<file path="config.mk">
export PLATFORM = sky130hd
export DESIGN_NAME = bram_port_arbiter
export DESIGN_NICKNAME = d
export VERILOG_FILES = /design/src/rtl/bram_arb_pkg.sv /design/src/rtl/bram_port_arbiter_rr_pick.sv /design/src/rtl/bram_port_arbiter.sv
export SDC_FILE = /design/constraint.sdc
export NUM_CORES = 1
export LEC_CHECK = 0
export CAP_MARGIN = 20
export CORE_AREA = 2 2 200 202
export CTS_CLUSTER_SIZE = 20
export DETAILED_ROUTE_END_ITERATION = 12
export DIE_AREA = 0 0 202 204
export PLACE_DENSITY_LB_ADDON = 0.05
export SLEW_MARGIN = 20
export SYNTH_ARGS = -nofsm -noshare
export SYNTH_HDL_FRONTEND = slang
export SYNTH_SLANG_ARGS = --single-unit
export TNS_END_PERCENT = 10
</file>
<file path="constraint.sdc">
create_clock -name clk -period 2.8 [get_ports clk]
set_input_delay 0.42 -clock clk [delete_from_list [all_inputs] [get_ports clk]]
set_output_delay 0.42 -clock clk [all_outputs]
set_load 0.05 [all_outputs]
</file>
<file path="src/rtl/bram_arb_pkg.sv">
// Shared state type and sizing helpers for bram_port_arbiter and its round-robin picker.
package bram_arb_pkg;

    typedef enum logic {
        IDLE  = 1'b0,
        GRANT = 1'b1
    } state_t;

    function automatic int clog2(input int value);
        int result;
        result = 0;
        for (int i = 0; i < 31; i++) begin
            if ((1 << i) < value) result = i + 1;
        end
        return result;
    endfunction

    // Requester ids need at least one bit even for a single requester.
    function automatic int idWidth(input int nReq);
        return (clog2(nReq) < 1) ? 1 : clog2(nReq);
    endfunction

endpackage

</file>
<file path="src/rtl/bram_port_arbiter_rr_pick.sv">
// Combinational round-robin picker: first asserted request at or after i_rrPtr, wrapping modulo N_REQ.
module rr_pick
    import bram_arb_pkg::*;
#(
    parameter int N_REQ = 4,
    parameter int ID_W  = idWidth(N_REQ)
) (
    input  logic [N_REQ-1:0] i_req,
    input  logic [ID_W-1:0]  i_rrPtr,
    output logic [ID_W-1:0]  o_winner,
    output logic             o_anyValid
);

    int              w_sum;
    logic [ID_W-1:0] w_idx;

    // Scanning from the far end downward lets the closest candidate overwrite the others.
    always_comb begin
        o_winner   = '0;
        o_anyValid = |i_req;
        w_sum      = 0;
        w_idx      = '0;
        for (int k = N_REQ - 1; k >= 0; k--) begin
            w_sum = int'(i_rrPtr) + k;
            if (w_sum >= N_REQ) w_sum = w_sum - N_REQ;
            w_idx = ID_W'(w_sum);
            if (i_req[w_idx]) o_winner = w_idx;
        end
    end

endmodule

</file>
<file path="src/rtl/bram_port_arbiter.sv">
// Round-robin burst arbiter in front of one port of a write-first, registered-read BRAM.
// Define BRAM_ARB_OUT_REG_EN to add one register stage on the read response (latency 2).
module bram_port_arbiter
    import bram_arb_pkg::*;
#(
    parameter int  N_REQ      = 4,
    parameter int  ADDR_WIDTH = 8,
    parameter int  DATA_WIDTH = 64,
    parameter int  MAX_BURST  = 4,
    localparam int ID_W       = idWidth(N_REQ)
) (
    input  logic                        clk,
    input  logic                        rst,
    input  logic [N_REQ-1:0]            req_valid,
    output logic [N_REQ-1:0]            req_ready,
    input  logic [N_REQ-1:0]            req_we,
    input  logic [N_REQ*ADDR_WIDTH-1:0] req_addr,
    input  logic [N_REQ*DATA_WIDTH-1:0] req_din,
    output logic                        resp_valid,
    output logic [ID_W-1:0]             resp_id,
    output logic [DATA_WIDTH-1:0]       resp_data,
    output logic [ADDR_WIDTH-1:0]       ram_addr,
    output logic [DATA_WIDTH-1:0]       ram_din,
    output logic                        ram_en,
    output logic                        ram_we,
    input  logic [DATA_WIDTH-1:0]       ram_dout
);

    localparam int CNT_W = clog2(MAX_BURST + 1);

    state_t           r_state, w_stateNext;
    logic [ID_W-1:0]  r_grantQ, w_grantNext;
    logic [ID_W-1:0]  r_rrPtr, w_rrPtrNext;
    logic [CNT_W-1:0] r_beatCnt, w_beatCntNext;

    logic                  w_inGrant, w_active, w_beat, w_readBeat, w_release;
    logic [N_REQ-1:0]      w_grantOneHot, w_pickReq;
    logic [ID_W-1:0]       w_nextPtr, w_pickPtr, w_winner;
    logic                  w_anyValid;
    logic [ADDR_WIDTH-1:0] w_gAddr;
    logic [DATA_WIDTH-1:0] w_gDin;

    assign w_inGrant     = (r_state == GRANT);
    assign w_active      = w_inGrant && !rst;
    assign w_grantOneHot = N_REQ'(1) << r_grantQ;
    assign w_beat        = w_active && req_valid[r_grantQ];
    assign w_readBeat    = w_beat && !req_we[r_grantQ];
    assign w_gAddr       = req_addr[int'(r_grantQ)*ADDR_WIDTH +: ADDR_WIDTH];
    assign w_gDin        = req_din[int'(r_grantQ)*DATA_WIDTH +: DATA_WIDTH];
    assign w_nextPtr     = (int'(r_grantQ) == N_REQ - 1) ? '0 : r_grantQ + ID_W'(1);
    assign w_release     = w_inGrant &&
                           ((w_beat && (r_beatCnt == CNT_W'(MAX_BURST - 1))) || !req_valid[r_grantQ]);

    // On release the current owner is masked out so it only wins again via IDLE, after the others.
    assign w_pickReq = w_inGrant ? (req_valid & ~w_grantOneHot) : req_valid;
    assign w_pickPtr = w_inGrant ? w_nextPtr : r_rrPtr;

    rr_pick #(
        .N_REQ (N_REQ),
        .ID_W  (ID_W)
    ) u_rrPick (
        .i_req      (w_pickReq),
        .i_rrPtr    (w_pickPtr),
        .o_winner   (w_winner),
        .o_anyValid (w_anyValid)
    );

    always_comb begin
        w_stateNext   = r_state;
        w_grantNext   = r_grantQ;
        w_rrPtrNext   = r_rrPtr;
        w_beatCntNext = r_beatCnt;
        case (r_state)
            IDLE: begin
                if (w_anyValid) begin
                    w_stateNext   = GRANT;
                    w_grantNext   = w_winner;
                    w_beatCntNext = '0;
                end
            end
            GRANT: begin
                if (w_release) begin
                    w_rrPtrNext   = w_nextPtr;
                    w_beatCntNext = '0;
                    if (w_anyValid) begin
                        w_grantNext = w_winner;
                    end else begin
                        w_stateNext = IDLE;
                    end
                end else if (w_beat) begin
                    w_beatCntNext = r_beatCnt + CNT_W'(1);
                end
            end
            default: begin
                w_stateNext = IDLE;
            end
        endcase
    end

    always_ff @(posedge clk) begin
        if (rst) begin
            r_state   <= IDLE;
            r_grantQ  <= '0;
            r_rrPtr   <= '0;
            r_beatCnt <= '0;
        end else begin
            r_state   <= w_stateNext;
            r_grantQ  <= w_grantNext;
            r_rrPtr   <= w_rrPtrNext;
            r_beatCnt <= w_beatCntNext;
        end
    end

    assign req_ready = w_active ? w_grantOneHot : '0;
    assign ram_en    = w_beat;
    assign ram_we    = w_beat && req_we[r_grantQ];
    assign ram_addr  = w_beat ? w_gAddr : '0;
    assign ram_din   = w_beat ? w_gDin : '0;

    logic                  r_respValid;
    logic [ID_W-1:0]       r_respId;
    logic                  w_s1Valid;
    logic [ID_W-1:0]       w_s1Id;
    logic [DATA_WIDTH-1:0] w_s1Data;

    always_ff @(posedge clk) begin
        if (rst) begin
            r_respValid <= 1'b0;
            r_respId    <= '0;
        end else begin
            r_respValid <= w_readBeat;
            if (w_readBeat) r_respId <= r_grantQ;
        end
    end

    // RAM data is already registered, so the first stage only tags it; reset kills it in flight.
    assign w_s1Valid = r_respValid && !rst;
    assign w_s1Id    = rst ? '0 : r_respId;
    assign w_s1Data  = w_s1Valid ? ram_dout : '0;

`ifdef BRAM_ARB_OUT_REG_EN
    logic                  r_outValid;
    logic [ID_W-1:0]       r_outId;
    logic [DATA_WIDTH-1:0] r_outData;

    always_ff @(posedge clk) begin
        if (rst) begin
            r_outValid <= 1'b0;
            r_outId    <= '0;
            r_outData  <= '0;
        end else begin
            r_outValid <= w_s1Valid;
            r_outId    <= w_s1Id;
            r_outData  <= w_s1Data;
        end
    end

    assign resp_valid = r_outValid;
    assign resp_id    = r_outId;
    assign resp_data  = r_outData;
`else
    assign resp_valid = w_s1Valid;
    assign resp_id    = w_s1Id;
    assign resp_data  = w_s1Data;
`endif

endmodule

</file>
Word level (Yosys, flattened, before mapping)
Cells that the tools add are included.

operators by class
  add/subtract/negate cells = 9
  magnitude comparators = 9
  equality and inequality tests = 5
  shift operators = 3
  muxes and demuxes = 38
  bitwise logic cells = 3
  reductions and logical operators = 14

operators with widths
  operator               count
  $shiftx A256 B9 Y64    1
  $mux W64               2
  $shiftx A32 B6 Y8      1
  $mux W2                13
  $lt A2 B3 Y1 const B   5
  $bmux W1 S2            6
  $ge A3 B3 Y1 const B   3
  $mux W3                3
  $mux W1                8
  $mux W4                2
  $mux W8                1
  $sub A2 B1 Y2 const B  4
  $logic_and A1 B1 Y1    7
  $add A2 B2 Y3 const B  2
  $pmux W3 S2            1
  $and A4 B4 Y4          1
  $ne A2 B1 Y1 const B   2
  $not A4 Y4             1
  $pmux W2 S2            1
  $reduce_and A2 Y1      2
  $reduce_or A4 Y1       1
  $shl A1 B2 Y4 const A  1
  $add A2 B1 Y3 const B  1
  $add A3 B1 Y3 const B  1
  9 further kinds        11

word-level totals
  register bits = 11
  input port bits = 362
  logic and storage cells = 87

Longest topological paths before layout
Gate-level depths: netlist (run 1).

  word-level depth = 15
  depth in mapped cells = 9

Modules after synthesis
Synthesis (run 1) repeated with hierarchy kept, for this count alone.

unflattened totals
  cells, all modules = 334
  area, all modules = 3,467.1 um^2

by module, submodules not included
  module             instances  cells each  area each (um^2)  seq. area each (um^2)
  bram_port_arbiter  1          321         3,389.5           220.2
  rr_pick            1          13          77.6              0.0

Worst setup path before layout (run 1)
OpenSTA, ideal clock, no wires.

  path type = register to output
  start = register r_grantQ[0]
  end = output ram_din[27]
  arrival time = 1.770 ns
  required time = 2.380 ns
  slack = 0.610 ns
  cell stages (with the launch flop) = 6
  path through = dfxtp_1 -> buf_2 -> buf_4 -> buf_4 -> mux4_2 -> and3_1

between the ends
  longest elaborated chain between the ends = 4

RTL lines
  element                                                      line                      RTL
  from (decl)                                                  bram_port_arbiter.sv:32   logic [ID_W-1:0] r_grantQ, w_grantNext;
  from (signal assigned)                                       bram_port_arbiter.sv:108  r_grantQ <= w_grantNext;
  branches (longest 3 deep; another with $shiftx A256 B9 Y64)  -
  $mux W64 (*)                                                 bram_port_arbiter.sv:118  assign ram_din = w_beat ? w_gDin : '0;
  to (decl)                                                    bram_port_arbiter.sv:23   output logic [DATA_WIDTH-1:0] ram_din,

Every way passes the cells marked *. The select of a mux whose other input is x is not followed.

Worst setup path after layout (run 1)
  start = input req_valid[3]
  end = output ram_din[2]

between the ends
  longest elaborated chain between the ends = 4

RTL lines
  element                        line                      RTL
  from (decl)                    bram_port_arbiter.sv:14   input logic [N_REQ-1:0] req_valid,
  $bmux W1 S2                    bram_port_arbiter.sv:46   assign w_beat = w_active && req_valid[r_grantQ];
  $mux W1 (implied by the code)  bram_port_arbiter.sv:46
  $logic_and A1 B1 Y1            bram_port_arbiter.sv:46
  $mux W64                       bram_port_arbiter.sv:118

Every way passes these cells. The select of a mux whose other input is x is not followed.

==> results of run 1 <==
-- path summary, 6_finish.rpt --
check                            startpoint                   endpoint  slack [ns]  cells after the start
setup / recovery               req_valid[3]                 ram_din[2]        0.25                      5
hold / removal    r_beatCnt[2]$_SDFFE_PP0P_  r_beatCnt[2]$_SDFFE_PP0P_        0.47                      2
setup reg to reg   r_grantQ[1]$_SDFFE_PP0P_    r_rrPtr[0]$_SDFFE_PP0P_        0.74                      5
hold reg to reg   r_beatCnt[2]$_SDFFE_PP0P_  r_beatCnt[2]$_SDFFE_PP0P_        0.47                      2
-- flip-flops by register name, summed over array words and instances (netlist names) --
| name | cells |
|---|---|
| r_beatCnt | 3 |
| r_grantQ | 2 |
| r_respId | 2 |
| r_respValid | 1 |
| r_rrPtr | 2 |
| r_state | 1 |
-- through the flow --
step	power, mW	cells	hold slack, ns
final	2.892	1361	0.4725
after global routing	3.058	1360	0.4966
after CTS	2.951	1354	0.4763
after detailed placement	2.677	1350	0.4685
after global placement	2.673	1350	0.4570
after floorplan	1.388	350	0.4458
-- worst min-delay path, cell delays in order (launching register included) --
cell and delay [ns]:
dfxtp_1 0.31, nand2b_1 0.07, a21oi_1 0.05
-- cells in the mapped netlist, drive strengths merged (2+ instances only) --
master	instances
nor2	7
and3	73
inv	8
nand2	3
nand3	2
o31ai	3
buf	15
and2	70
o2111ai	2
ha	6
nand3b	4
mux4	74
a21bo	2
nand2b	8
a31oi	2
mux2i	4
clkbuf	29
a21boi	4
dfxtp	11
nor2b	4
a21oi	5
a41oi	2
-- cell usage in the layout (no fill, tap or decap), types with 2 or more instances in the layout --
master | netlist | layout
dfxtp_4 | 0 | 2
mux4_2 | 74 | 74
clkbuf_16 | 0 | 3
mux2i_1 | 4 | 4
diode_2 | 0 | 7
nor2_1 | 7 | 7
nand2b_1 | 8 | 8
a21oi_1 | 5 | 5
nand2_1 | 3 | 3
o2111ai_1 | 2 | 2
and2_1 | 70 | 70
nand3b_1 | 4 | 4
o31ai_1 | 3 | 3
a21bo_2 | 2 | 2
inv_1 | 8 | 8
nand3_1 | 2 | 2
dfxtp_1 | 11 | 9
a41oi_1 | 2 | 2
a21boi_0 | 4 | 4
clkdlybuf4s50_1 | 0 | 361
ha_1 | 6 | 6
and3_1 | 73 | 73
a31oi_1 | 2 | 2
buf_4 | 4 | 7
buf_12 | 0 | 151
nor2b_1 | 4 | 2
-- layer usage --
metal  part of all wire, %  track usage [%]  up-vias
met5                 0.081                0        -
met4                   1.2            2.994        4
met3                   6.2            3.811       24
met2                    54            28.69      197
met1                    38            18.00     2529
li1                      -                -     2329
-- cell type report --
class	count	area [sq um]
well taps	525	656.9
inverters	8	30.03
repair buffers	519	6689
fillers	4036	28400
clock buffers	4	78.83
multi-input cells	287	3084
diodes	7	17.52
flip-flops and latches	11	227.7
-- cells by family after synthesis --
logic type | Yosys count | share of synthesized area [%]
AO/OA/AOI/OAI | 25 | 5.362
adder cells (fa/ha/maj) | 6 | 2.131
buffers and inverters | 52 | 6.498
flip-flops | 11 | 6.250
multiplexers | 79 | 48.76
AND/OR/NAND/NOR | 177 | 31.00
-- power groups by stage --
stage | Clock, mW | Sequential [mW] | Combinational, mW
after floorplan | 0 | 0.182 | 1.21
after global placement | 0 | 0.239 | 2.43
after CTS | 0.267 | 0.238 | 2.45
final | 0.257 | 0.231 | 2.40
after detailed placement | 0 | 0.240 | 2.44
after global routing | 0.277 | 0.242 | 2.54
==> flow_summary.yaml, run 1 <==
run_status:
  status: "finished clean"
sta:
  relSlewSlack_pct: 70.07
  fin_skew_ns: 0.001704
  final_hold_viols: 0
  maxClockFrequency_mhz: 392.6
  worst_slew_pin_slew_ns: 0.4449
  finalWorstSetupSlack_ns: 0.2530
  min_period_over_period_pct: 90.97
  timing.setup.tns_ns: 0
  finalMaxSlewViolations: 0
  grt_setup_unrepaired: "no"
  setup_viol: 0
  fin_crit_ns: 2.547
critical_path:
  endpoint_kind: "primary output"
  cp.arrival_ns: 2.13
  worst_setup_path_start_kind: "primary input"
  worstSetupPathType: "in2out"
  crit_path_frequent_cell: "buf_12"
  cp_max_fanout: 80
  cpLargestDelayFamily: "buffers and inverters"
  critPathMaxStageDelay_ns: 0.53
  path_cells: "clkdlybuf4s50_1, mux4_2, buf_12, and3_1, buf_12"
  standard_cell_with_the_maximum_stage_delay_on_the_critical_path: "mux4_2"
  cp_num_buf_inv: 3
  critical_path_required_ns: 2.38
logic_synthesis:
  yosys_synthesis_warning_count: 0
  synth_area_leader_cell: "mux4_2"
  post-synth-top-area-fraction_pct: 47.30
  synthesis.instances: 350
  synthesis.nets: 718
  synth.yosys.seq_area_share_pct: 6.250
  ys_ff_latch: 11
  synthTopCellsByArea: "mux4_2, and3_1, and2_1"
  async_flop_share_pct: 0
  dominantRegCellSynth: "dfxtp_1"
  synth_area_sq_um: 3523
  syn-mean-instance-area_sq_um: 10.07
  synth-edff-count: 0
  ys_types: 37
clock_network:
  hold_fix_buffers_at_cts: 0
  root_buffer: "clkbuf_16"
  htree_num_levels: 1
  cts-buffers-inserted: 3
  tritoncts: "done"
  cts_setup_buffers: 0
  clkLatencyLatePin_ns: 0.23
  clock_tree.buffer_depth: 2
  cts.reportedPaths.clkPinSlew_ns: 0.04
  cts_resized: 0
  clock_sinks: 11
place:
  placed_cell_area_sq_um: 10690
  dpl_worst_slack_ns: 0.2790
  detailed_placer_s_ending_hpwl_microns: 29310
  io_buffers: 506
  place.gp.congestion: 0.9004
pwr:
  cellLeakagePower_nw: 4.081
  share_clk_of_total_power_pct: 8.9
  p_switching_mw: 1.161
  seqPwrFrac_pct: 8.0
  cellPowerDensity_nw_per_um2: 268.1
  irDropWorstVdd_mv: 0.1533
  power_frac_comb_pct: 83.1
  internal_power_mw: 1.731
  switching_share_pct: 40.15
floorplan:
  pin_count: 507
  die_w_microns: 202
  initial_core_util_pct: 8.992
  die_h_microns: 204
  coreArea_sq_um: 39180
  num_rows: 73
  dieArea_sq_um: 41210
detailed_routing:
  post_detailed_route_count_of_antenna_violating_nets: 0
  routed_via_density: 3.735
  detail_route.wirelength_microns: 33510
  route.detailed.wl_per_inst_microns: 24.62
  detail_route.iter0.violations: 240
  detail_route.drc_violations: 0
  length_of_the_first_detailed_routing_pass_in_iterations: 5
  vias: 5083
grt:
  grt_pass1_vias: 5350
  grt_start_max_net_pins: 81
  global_route.overflow_total: 0
  grt_antenna_before_repair: 12
  grt_usage_pct: 15.47
  grt_first_pass_wirelength_microns: 45150
min_path:
  hold_path.class: "reg2reg"
cells_and_area:
  design_area_sq_um: 10780
  finalNetCount: 1198
  layout-drive-gt1-share_pct: 29.43
  syn_to_final_growth_pct: 206.1
  postLayoutCoreUtil_pct: 27.52
run:
  drv_cap: 0
Note: power is estimated with default switching activity, not from simulation.
==> inputs of run 2 (changes only) <==
--- a/config.mk
+++ b/config.mk
@@ -11,6 +11,7 @@
 export DETAILED_ROUTE_END_ITERATION = 12
 export DIE_AREA = 0 0 202 204
 export PLACE_DENSITY_LB_ADDON = 0.05
+export REMOVE_ABC_BUFFERS = 1
 export SLEW_MARGIN = 20
 export SYNTH_ARGS = -nofsm -noshare
 export SYNTH_HDL_FRONTEND = slang
==> run 2 against run 1 <==
Net effect:
- first-iteration DRC count decreased by 45%
- die area unchanged
- largest power group unchanged
- final area increased by 0.49%
- highest routed layer unchanged
- routed wire length decreased by 4.6%
- fmax decreased by 0.47%
- clock power about the same
- combinational power about the same
- core utilization increased by 0.13 points
==> flow_summary.yaml, run 2 (synthesis results as in run 1) <==
detailed_routing:
  detail_route.iter0.violations: 131
  routed_via_density: 3.726
  detail_route.drc_violations: 0
  post_detailed_route_count_of_antenna_violating_nets: 0
  detail_route.wirelength_microns: 31980
  length_of_the_first_detailed_routing_pass_in_iterations: 5
  vias: 5108
  route.detailed.wl_per_inst_microns: 23.33
clock_network:
  tritoncts: "done"
  clock_sinks: 11
  root_buffer: "clkbuf_16"
  htree_num_levels: 1
  cts_resized: 0
  clkLatencyLatePin_ns: 0.24
  cts.reportedPaths.clkPinSlew_ns: 0.04
  cts-buffers-inserted: 3
  clock_tree.buffer_depth: 2
sta:
  setup_viol: 0
  grt_setup_unrepaired: "no"
  final_hold_viols: 0
  fin_skew_ns: 0.004152
  worst_slew_pin_slew_ns: 0.6445
  relSlewSlack_pct: 56.64
  min_period_over_period_pct: 91.40
  maxClockFrequency_mhz: 390.8
  finalMaxSlewViolations: 0
  fin_hold_ws_ns: 0.4671
  fin_crit_ns: 2.559
cells_and_area:
  largest_register_ffs: 3
  postLayoutCoreUtil_pct: 27.66
  design_area_sq_um: 10840
  layout-drive-gt1-share_pct: 29.69
  multiInputGateArea_sq_um: 3084
  final.fill_count: 4044
  syn_to_final_growth_pct: 207.6
  finalNetCount: 1201
  layout_common_cells: "clkdlybuf4s50_1, buf_12, mux4_2"
  mostFrequentLayoutCell: "clkdlybuf4s50_1"
  largest_register: "r_beatCnt"
  area.sequential_sq_um: 227.7
place:
  io_buffers: 506
  detailed_placer_s_ending_hpwl_microns: 27490
  placed_cell_area_sq_um: 10700
  place.gp.congestion: 0.8904
critical_path:
  cp.arrival_ns: 2.14
  critPathMaxStageDelay_ns: 0.55
  cpLargestDelayFamily: "buffers and inverters"
  cp_num_buf_inv: 3
  endpoint_kind: "primary output"
  cp_max_fanout: 71
  worstSetupPathType: "in2out"
  path_cells: "clkdlybuf4s50_1, mux4_2, buf_12, and3_1, buf_12"
  standard_cell_with_the_maximum_stage_delay_on_the_critical_path: "mux4_2"
  worst_setup_path_start_kind: "primary input"
  critical_path_required_ns: 2.38
  crit_path_frequent_cell: "buf_12"
run:
  drv_cap: 0
floorplan:
  die_h_microns: 204
  die_w_microns: 202
  dieArea_sq_um: 41210
  initial_core_util_pct: 8.992
  coreArea_sq_um: 39180
  pin_count: 507
  num_rows: 73
grt:
  grt_start_max_net_pins: 72
  global_route.overflow_total: 0
  grt_first_pass_wirelength_microns: 43390
  grt_antenna_before_repair: 13
  grt_pass1_vias: 5480
  grt_usage_pct: 14.68
run_status:
  status: "finished clean"
min_path:
  hold_path.class: "reg2reg"
pwr:
  cellPowerDensity_nw_per_um2: 266.7
  cellLeakagePower_nw: 4.099
  irDropWorstVdd_mv: 0.2538
run 2: final cells by class:
cell class                      count  share of cell area, %
Tap cell                          525                  6.062
Sequential cell                    11                  2.101
Multi-Input combinational cell    287                  28.46
Timing Repair Buffer              522                  62.05
Antenna cell                       14                 0.3233
Clock buffer                        4                 0.7274
Inverter                            8                 0.2771
run 2: worst paths after layout:
path,startpoint,to,slack (ns),cells after the start
setup reg to reg,r_grantQ[0]$_SDFFE_PP0P_,r_grantQ[0]$_SDFFE_PP0P_,0.51,7
hold reg to reg,r_beatCnt[2]$_SDFFE_PP0P_,r_beatCnt[2]$_SDFFE_PP0P_,0.47,2
setup / recovery,req_valid[3],ram_din[9],0.24,5
hold / removal,r_beatCnt[2]$_SDFFE_PP0P_,r_beatCnt[2]$_SDFFE_PP0P_,0.47,2
run 2: metrics by stage:
stage          setup WS (ns)  setup TNS (ns)  power [mW]  cells
6_report              0.2409               0       2.890   1371
5_1_grt               0.1635               0       3.062   1367
4_1_cts             0.004640               0       2.931   1356
3_5_place_dp          0.2683               0       2.657   1352
3_3_place_gp          0.2758               0       2.647   1352
2_1_floorplan         -2.529         -258.98       1.393    306
run 2: power breakdown:
| part | switching, mW | internal, mW | total (mW) |
|---|---|---|---|
| clock | 0.0655 | 0.191 | 0.256 |
| combinational | 1.01 | 1.39 | 2.40 |
| sequential | 0.0627 | 0.174 | 0.237 |
| total | 1.14 | 1.75 | 2.89 |
run 2: layer usage:
metal  up-vias  routed length, microns  part of all wire, %  track usage (%)
met5         -                      11                0.034                0
met4         2                     597                  1.9            4.674
met3        26                    1820                  5.7            3.253
met2       203                   18370                   57            28.85
met1      2533                   11180                   35            15.33
li1       2344                       -                    -                -
run 2: timing repair:
action | CTS | global route
setup buffers | 0 | 1
setup endpoints to repair | 0 | 11
hold buffers | 0 | 0
hold endpoints to repair | 0 | 0
run 2: worst register-to-register path, cell delays in order, from the launching register on:
cell	delay, ns
dfxtp_4	0.61
buf_12	0.25
inv_1	0.09
ha_1	0.33
mux2_2	0.32
or3_1	0.38
o221ai_1	0.09
o31ai_1	0.10
